$ cat src/rtl/vga_video_core.sv
// vga_video_core: VGA timing generator with a pixel-clock divider, a
// latency-matched sync/blanking pipeline and colour expansion to 8 bits.
//
// Ports
//   CLOCK_50     in   system clock, all logic on its rising edge
//   reset        in   synchronous active-high reset
//   rgb_in       in   {R,G,B} colour from graphics, COLOR_BITS per channel
//   pixel_x/y    out  current horizontal/vertical counter values
//   pixel_tick   out  one-clock pulse every PIX_DIV clocks
//   video_on     out  counters inside the active area (undelayed)
//   frame_start  out  pulse on the tick at pixel_x=0, pixel_y=0
//   VGA_HS/VS    out  syncs delayed to line up with the colour output
//   VGA_R/G/B    out  8-bit expanded colour, blanked outside the active area
module vga_video_core #(
  parameter int   H_ACTIVE   = 640,
  parameter int   H_FP       = 16,
  parameter int   H_SYNC     = 96,
  parameter int   H_BP       = 48,
  parameter int   V_ACTIVE   = 480,
  parameter int   V_FP       = 10,
  parameter int   V_SYNC     = 2,
  parameter int   V_BP       = 33,
  parameter int   PIX_DIV    = 2,
  parameter int   COLOR_BITS = 1,
  parameter int   LAT        = 1,
  parameter logic SYNC_POL   = 1'b0
) (
  input  logic                    CLOCK_50,
  input  logic                    reset,
  input  logic [3*COLOR_BITS-1:0] rgb_in,
  output logic [10:0]             pixel_x,
  output logic [10:0]             pixel_y,
  output logic                    pixel_tick,
  output logic                    video_on,
  output logic                    frame_start,
  output logic                    VGA_HS,
  output logic                    VGA_VS,
  output logic [7:0]              VGA_R,
  output logic [7:0]              VGA_G,
  output logic [7:0]              VGA_B
);

  localparam int H_TOTAL = H_ACTIVE + H_FP + H_SYNC + H_BP;
  localparam int V_TOTAL = V_ACTIVE + V_FP + V_SYNC + V_BP;
  localparam int DEPTH   = LAT + 1;

  localparam logic [10:0] H_LAST   = 11'(H_TOTAL - 1);
  localparam logic [10:0] V_LAST   = 11'(V_TOTAL - 1);
  localparam logic [10:0] H_ACT    = 11'(H_ACTIVE);
  localparam logic [10:0] V_ACT    = 11'(V_ACTIVE);
  localparam logic [10:0] HS_BEG   = 11'(H_ACTIVE + H_FP);
  localparam logic [10:0] HS_END   = 11'(H_ACTIVE + H_FP + H_SYNC);
  localparam logic [10:0] VS_BEG   = 11'(V_ACTIVE + V_FP);
  localparam logic [10:0] VS_END   = 11'(V_ACTIVE + V_FP + V_SYNC);
  localparam logic [2:0]  DIV_LAST = 3'(PIX_DIV - 1);

  logic [2:0]              div_q, div_d;
  logic [10:0]             h_q, h_d;
  logic [10:0]             v_q, v_d;
  logic [DEPTH-1:0]        hs_pipe_q, vs_pipe_q, von_pipe_q;
  logic [3*COLOR_BITS-1:0] rgb_q;
  logic                    hs_raw, vs_raw;

  // MSB-first replication: repeat the channel eight times and keep the top byte.
  function automatic logic [7:0] expand(input logic [COLOR_BITS-1:0] c);
    logic [8*COLOR_BITS-1:0] rep;
    rep = {8{c}};
    return rep[8*COLOR_BITS-1 -: 8];
  endfunction

  // With PIX_DIV=1 the divider stays at 0 == DIV_LAST, so the tick is
  // continuously high; gating with reset keeps it low while in reset.
  assign pixel_tick = (div_q == DIV_LAST) && !reset;

  always_comb begin
    div_d = (div_q == DIV_LAST) ? '0 : div_q + 3'd1;
    h_d   = h_q;
    v_d   = v_q;
    if (pixel_tick) begin
      if (h_q == H_LAST) begin
        h_d = '0;
        v_d = (v_q == V_LAST) ? '0 : v_q + 11'd1;
      end else begin
        h_d = h_q + 11'd1;
      end
    end
  end

  assign hs_raw      = (h_q >= HS_BEG) && (h_q < HS_END);
  assign vs_raw      = (v_q >= VS_BEG) && (v_q < VS_END);
  assign video_on    = (h_q < H_ACT) && (v_q < V_ACT);
  assign frame_start = pixel_tick && (h_q == '0) && (v_q == '0);
  assign pixel_x     = h_q;
  assign pixel_y     = v_q;

  always_ff @(posedge CLOCK_50) begin
    if (reset) begin
      div_q      <= '0;
      h_q        <= '0;
      v_q        <= '0;
      hs_pipe_q  <= '0;
      vs_pipe_q  <= '0;
      von_pipe_q <= '0;
      rgb_q      <= '0;
    end else begin
      div_q <= div_d;
      h_q   <= h_d;
      v_q   <= v_d;
      if (pixel_tick) begin
        // Shift toward the MSB; the width cast drops the oldest entry and
        // also covers DEPTH=1 without a zero-width slice.
        hs_pipe_q  <= DEPTH'({hs_pipe_q, hs_raw});
        vs_pipe_q  <= DEPTH'({vs_pipe_q, vs_raw});
        von_pipe_q <= DEPTH'({von_pipe_q, video_on});
        rgb_q      <= rgb_in;
      end
    end
  end

  // Sync stages hold an "active" flag; polarity is applied only at the pins.
  assign VGA_HS = hs_pipe_q[DEPTH-1] ? SYNC_POL : ~SYNC_POL;
  assign VGA_VS = vs_pipe_q[DEPTH-1] ? SYNC_POL : ~SYNC_POL;

  assign VGA_R = von_pipe_q[DEPTH-1] ? expand(rgb_q[3*COLOR_BITS-1 -: COLOR_BITS]) : '0;
  assign VGA_G = von_pipe_q[DEPTH-1] ? expand(rgb_q[2*COLOR_BITS-1 -: COLOR_BITS]) : '0;
  assign VGA_B = von_pipe_q[DEPTH-1] ? expand(rgb_q[COLOR_BITS-1 -: COLOR_BITS])   : '0;

endmodule

$ cat config.mk
export PLATFORM = sky130hd
export DESIGN_NAME = vga_video_core
export DESIGN_NICKNAME = d
export VERILOG_FILES = /design/src/rtl/vga_video_core.sv
export SDC_FILE = /design/constraint.sdc
export NUM_CORES = 1
export LEC_CHECK = 0
export ABC_AREA = 1
export CAP_MARGIN = 20
export CORE_UTILIZATION = 43
export DETAILED_ROUTE_END_ITERATION = 8
export PLACE_DENSITY = 0.76
export SLEW_MARGIN = 40
export SYNTH_ARGS = -nofsm -noshare
export SYNTH_HDL_FRONTEND = slang
export SYNTH_SLANG_ARGS = --single-unit
$ cat constraint.sdc
create_clock -name CLOCK_50 -period 1.57 [get_ports CLOCK_50]
set_input_delay 0.314 -clock CLOCK_50 [delete_from_list [all_inputs] [get_ports CLOCK_50]]
set_output_delay 0.314 -clock CLOCK_50 [all_outputs]
set_load 0.005 [all_outputs]
==> run metrics, run 1 <==
gr ovfl total=0; final setup fails=16; Syn Area/Cell=6.81 um^2; Fmax achieved=560 MHz; Initial Util=0.452; syn_nets=305; initial drt markers=171; setup TNS=-1390 ps; Root Driver=clkbuf_8; largest net degree at the start of global routing=11; io pins=56; crit path DAT=1470 ps; worst vdd ir=0.496 mV; Max FO, Critical Path=2; min-delay worst type=reg2reg; Die X=70.1 um; TritonCTS clock tree=yes; DP Wirelength=4.05 mm; Global Route Usage Sum=0.263; max_slew headroom=0.744; maximum clock path buffer count=2; Setup crit end kind=output port; Total Wirelength=6.87 mm; H-tree depth=2; vias per cell=5.39; final hold vios=0; vias in the first global route=2,247; PwrDens=608 nW/um^2; Die Ht=70.1 um; Via Count=2,462; final antenna-violating net count=0; ranking of synthesized cells by area=dfxtp_1, nand2_1, nor2_1; Routed wire per std cell=15.0 um; clk_lat worst skew=300 ps; Final Critical Period=1780 ps; CTS buffer count=5; critical path class=reg2out; setup ws final=-214 ps; post-synth top area share=0.341; area delta synth->final=70.0%; Hold Buf Count CTS=0; Final nets=416; final core occ=0.769; first-pass GRT wire length=10.2 mm; MaxCap Viol Count=0; Synth Register Bits=34; sequential fraction of the synthesis area=0.341; Yosys warnings=0; DRC viols=0; LEAKAGE=1.82 nW; Post-Syn Area=2000 um^2; fin area=3390 um^2; Setup WS pre-CTS=-523 ps; IO Port Bufs=55; area leader, netlist=dfxtp_1; Synth cell types=28; layout cell share with drive strength beyond 1=0.395; Critical Path RT=1260 ps; Setup crit start kind=flip-flop; die area=4920 um^2; # diodes=0; status=finished, violations left; filler instances=307; GP Congestion=0.871; row cnt=24; Syn Inst Count=293; clock sink count=34; initial antenna violation count=0; Core ar.=4410 um^2; period utilization=1.14; RSZ-0062 raised after global routing=yes; placed cell area=2850 um^2; Reg clk slew, reported paths=70 ps; max-slew violations=0; Initial DRT Pass Iterations=5; failing checks=negative setup slack; Worst Skew=7.79 ps; Worst Max-Slew Pin Slew=382 ps
worst paths after layout:
kind | slack [ps] | end | depth (start not counted) | start
setup / recovery | -210 | frame_start | 7 | div_q[1]
hold / removal | 470 | rgb_q[0] | 2 | rgb_q[0]
setup reg to reg | -140 | pixel_y[4] | 13 | div_q[1]
hold reg to reg | 470 | rgb_q[0] | 2 | rgb_q[0]
critical path: stages (launching register included):
cell and delay [ps]:
dfxtp_2 330, inv_2 60, ha_4 140, nand3_2 90
nor2_2 130, nand4_1 110, nor2_1 180, buf_2 140
cell usage after synthesis (all sizes together):
cell type / n
o22ai: 2
dfxtp: 34
a31oi: 1
o2111ai: 1
nor3: 11
a21oi: 7
and3: 1
buf: 24
o211ai: 1
xnor2: 1
o21bai: 1
nor4: 2
o21ai: 9
nand4: 7
nor2: 47
inv: 41
nand3: 30
ha: 7
nand2: 66
flip-flops by register name, indices dropped and copies added (netlist names):
register,flops
hs_pipe_q,2
vs_pipe_q,2
pixel_y,11
pixel_x,11
von_pipe_q,2
div_q,3
rgb_q,3
stage by stage:
step           cells  total power, mW  hold slack, ps
6_report         457             2.06             469
5_1_grt          457             2.14             502
4_1_cts          454             2.06             471
3_5_place_dp     429             1.19             460
3_3_place_gp     429             1.19             457
2_1_floorplan    293             1.04             417
timing repair:
item	in CTS	in global routing
endpoints found under the setup margin	64	34
pin swaps	14	20
gates cloned	2	0
buffers inserted	16	6
gates resized for setup	109	47
kinds of logic after synthesis:
group                    synth area share
AND/OR/NAND/NOR                     0.375
buffers and inverters               0.169
flip-flops                          0.341
AO/OA/AOI/OAI                      0.0671
adder cells (fa/ha/maj)            0.0439
XOR/XNOR                          0.00439
cell type report:
type	instances	area, um^2	share of cell area
Timing Repair Buffer	128	1180	0.348
Multi-Input combinational cell	194	1170	0.346
Clock buffer	7	76.3	0.0225
Sequential cell	34	711	0.209
Inverter	41	156	0.0461
Clock inverter	1	30.0	0.00885
Tap cell	52	65.1	0.0192
metal layers:
metal | track usage | vias to the layer above | wire [um]
met5 | 0 | - | 0
met4 | 0.153 | 0 | 361
met3 | 0.0548 | 40 | 486
met2 | 0.443 | 144 | 3440
met1 | 0.306 | 1136 | 2580
li1 | - | 1142 | -
power breakdown:
part / internal (mW) / switching (mW) / leakage, nW / total (mW)
logic: 0.172 / 0.164 / 1.48 / 0.336
registers: 0.896 / 0.0216 / 0.286 / 0.918
clock network: 0.475 / 0.332 / 0.0524 / 0.807
total: 1.54 / 0.518 / 1.82 / 2.06
placed cells by master, fill, tap and decap left out, types with 3 or more instances in the layout:
cell type,count
buf_4,53
nand2_1,50
nor2_1,39
dlygate4sd2_1,33
inv_1,29
dfxtp_2,21
nand3_1,20
buf_6,16
dfxtp_1,12
inv_2,11
nand2_2,10
dlymetal6s2s_1,10
nor3_1,9
nand3_2,8
clkdlybuf4s50_1,8
nand4_1,7
o21ai_0,7
nand2_4,5
nor2_2,5
clkbuf_8,5
a21oi_1,4
ha_1,4
ha_4,3
buf_2,3
Note: power is estimated with default switching activity, not from simulation.
==> run 2: changes to the inputs <==
--- a/config.mk
+++ b/config.mk
@@ -8,6 +8,7 @@
 export ABC_AREA = 1
 export CAP_MARGIN = 20
 export CORE_UTILIZATION = 43
+export CTS_CLUSTER_DIAMETER = 150
 export DETAILED_ROUTE_END_ITERATION = 8
 export PLACE_DENSITY = 0.76
 export SLEW_MARGIN = 40
==> results of run 2 <==
Final layout, timing and power as in run 1 (identical DEF).
==> run 3: changes to the inputs <==
--- a/config.mk
+++ b/config.mk
@@ -7,10 +7,11 @@
 export LEC_CHECK = 0
 export ABC_AREA = 1
 export CAP_MARGIN = 20
-export CORE_UTILIZATION = 43
+export CORE_UTILIZATION = 45
+export CTS_BUF_LIST = sky130_fd_sc_hd__clkbuf_8
 export CTS_CLUSTER_DIAMETER = 150
 export DETAILED_ROUTE_END_ITERATION = 8
-export PLACE_DENSITY = 0.76
+export PLACE_DENSITY = 0.79
 export SLEW_MARGIN = 40
 export SYNTH_ARGS = -nofsm -noshare
 export SYNTH_HDL_FRONTEND = slang
==> run 3 against run 2 <==
Compared with the run above: the run still ends with negative setup slack left; first-iteration DRC count grew 120%; clock skew is 0.70 ps higher; utilization up 3.0 points; highest routed layer unchanged; die area fell by 4.3%; combinational power fell by 20%; sequential cell count stayed put; worst hold slack improved by 2.1 ps; critical path type unchanged; via count grew 3.3%; sequential power about the same; maximum frequency is 1.1% lower; global-route usage is 4.3 points higher.
==> run metrics, run 3 (synthesis gave the netlist of run 1 again) <==
status=finished, violations left; failing checks=negative setup slack; die area=4710 um^2 (-4.3%); Routed wire per std cell=16.9 um (+13%); Worst Skew=8.49 ps (+0.703 ps); final setup fails=4 (-12); DRC viols=0 (unchanged); Hold Buf Count CTS=0 (unchanged); most frequent cells in the layout=nand2_1, buf_4, nor2_1; initial drt markers=382 (+120%); maximum clock path buffer count=2 (unchanged); Final Critical Period=1800 ps (+19.0 ps); CTS buffer count=5 (unchanged); initial antenna violation count=0 (unchanged); final hold vios=0 (unchanged); H-tree depth=2 (unchanged); Final nets=416 (unchanged); final antenna-violating net count=0 (unchanged); critical path class=reg2out; Worst Hold Path Cells=2 (unchanged); clk_lat worst skew=300 ps (about the same); placed cells=429 (unchanged); placed cell area=2850 um^2 (unchanged); Critical Path RT=1260 ps (about the same); Global Route Usage Sum=0.306 (+0.0427); LEAKAGE=1.81 nW (-0.63%); PwrDens=619 nW/um^2 (+1.8%); max-slew violations=0 (unchanged); min-delay worst type=reg2reg; vias in the first global route=2,287 (+1.8%); setup ws final=-233 ps (-19.0 ps); Critical Path Start=div_q[1]; Core ar.=4120 um^2 (-6.8%); R2R cell count=9 (-4); Min Hold Slack=471 ps (+2.15 ps); # diodes=0 (unchanged); Initial DRT Pass Iterations=6 (+1); Worst R2R Start=div_q[1]; area delta synth->final=64.6%; post-route insts no fill=455 (-0.44%); IO Port Bufs=55 (unchanged); vias per cell=5.59 (+3.8%); Setup crit start kind=flip-flop; RSZ-0062 raised after global routing=yes; Reg clk slew, reported paths=80 ps (about the same); io pins=56 (unchanged); Worst Max-Slew Pin Slew=337 ps (-45.3 ps); Total Wirelength=7.71 mm (+12%); largest net degree at the start of global routing=13 (+2); Root Driver=clkbuf_8; clock sink count=34 (unchanged); MaxCap Viol Count=0 (unchanged); layout cell share with drive strength beyond 1=0.363 (-0.0321); row cnt=23 (-4.2%); DP Wirelength=4.22 mm (+4.2%); max_slew headroom=0.774 (+0.0294); crit path DAT=1490 ps (+20 ps); Fmax achieved=555 MHz (-1.1%); first-pass GRT wire length=10.4 mm (+2.5%); Initial Util=0.485 (+0.0329); period utilization=1.15 (+0.0121); Hold Path Origin=vs_pipe_q[0]; Die Ht=68.6 um (-2.2%); Max FO, Critical Path=3 (+1); Die X=68.6 um (-2.2%); Via Count=2,544 (+3.3%); TritonCTS clock tree=yes; filler instances=232 (-24%); gr ovfl total=0 (unchanged); fin area=3290 um^2 (-3.2%); final core occ=0.798 (+0.0297); GP Congestion=0.889 (+2.1%); Setup crit end kind=output port; worst vdd ir=0.770 mV (+55%)
## run 3: worst max-delay path, cell delays in order, from the launching register on
cell and delay, ps:
dfxtp_2 330, inv_2 60, ha_4 150, nand3_2 130, nor2_2 150, nand4_1 100
nor2_1 130, buf_2 130
## run 3: routing by layer
layer / wire length, um / global-route usage / vias to the layer above
met5: 0 / 0 / -
met4: 389 / 0.169 / 0
met3: 729 / 0.0691 / 65
met2: 3790 / 0.525 / 188
met1: 2800 / 0.347 / 1151
li1: - / - / 1140
## run 3: cell type report
class	instances	area, um^2	area share
sequential	34	716	0.218
clock inverter	3	45.0	0.0137
clock buffer	5	68.8	0.0209
multi-input combinational	194	1090	0.332
timing repair buffer	128	1150	0.349
tap	50	62.6	0.0190
inverter	41	154	0.0468
## run 3: timing repair
action,CTS,global route
buffers inserted,12,5
cloned,1,0
pin swaps,7,5
endpoints found under the setup margin,61,33
gates resized for setup,91,40
## run 3: through the flow
step	total power, mW	TNS [ps]	worst slack, ps
after floorplan	1.04	0	111
after CTS	1.99	-159	-102
after detailed placement	1.16	-7530	-537
after global routing	2.09	-893	-310
after global placement	1.15	-6720	-523
final	2.03	-443	-233
## run 3: final timing paths
| path | end | slack (ps) |
|---|---|---|
| min | vs_pipe_q[1] | 470 |
| min reg2reg | vs_pipe_q[1] | 470 |
| max reg2reg | pixel_x[5] | -110 |
| max | frame_start | -230 |
## run 3: where the power goes
group	internal, mW	switching [mW]	total (mW)
combinational	0.124	0.145	0.269
clock	0.472	0.377	0.850
sequential	0.893	0.0223	0.915
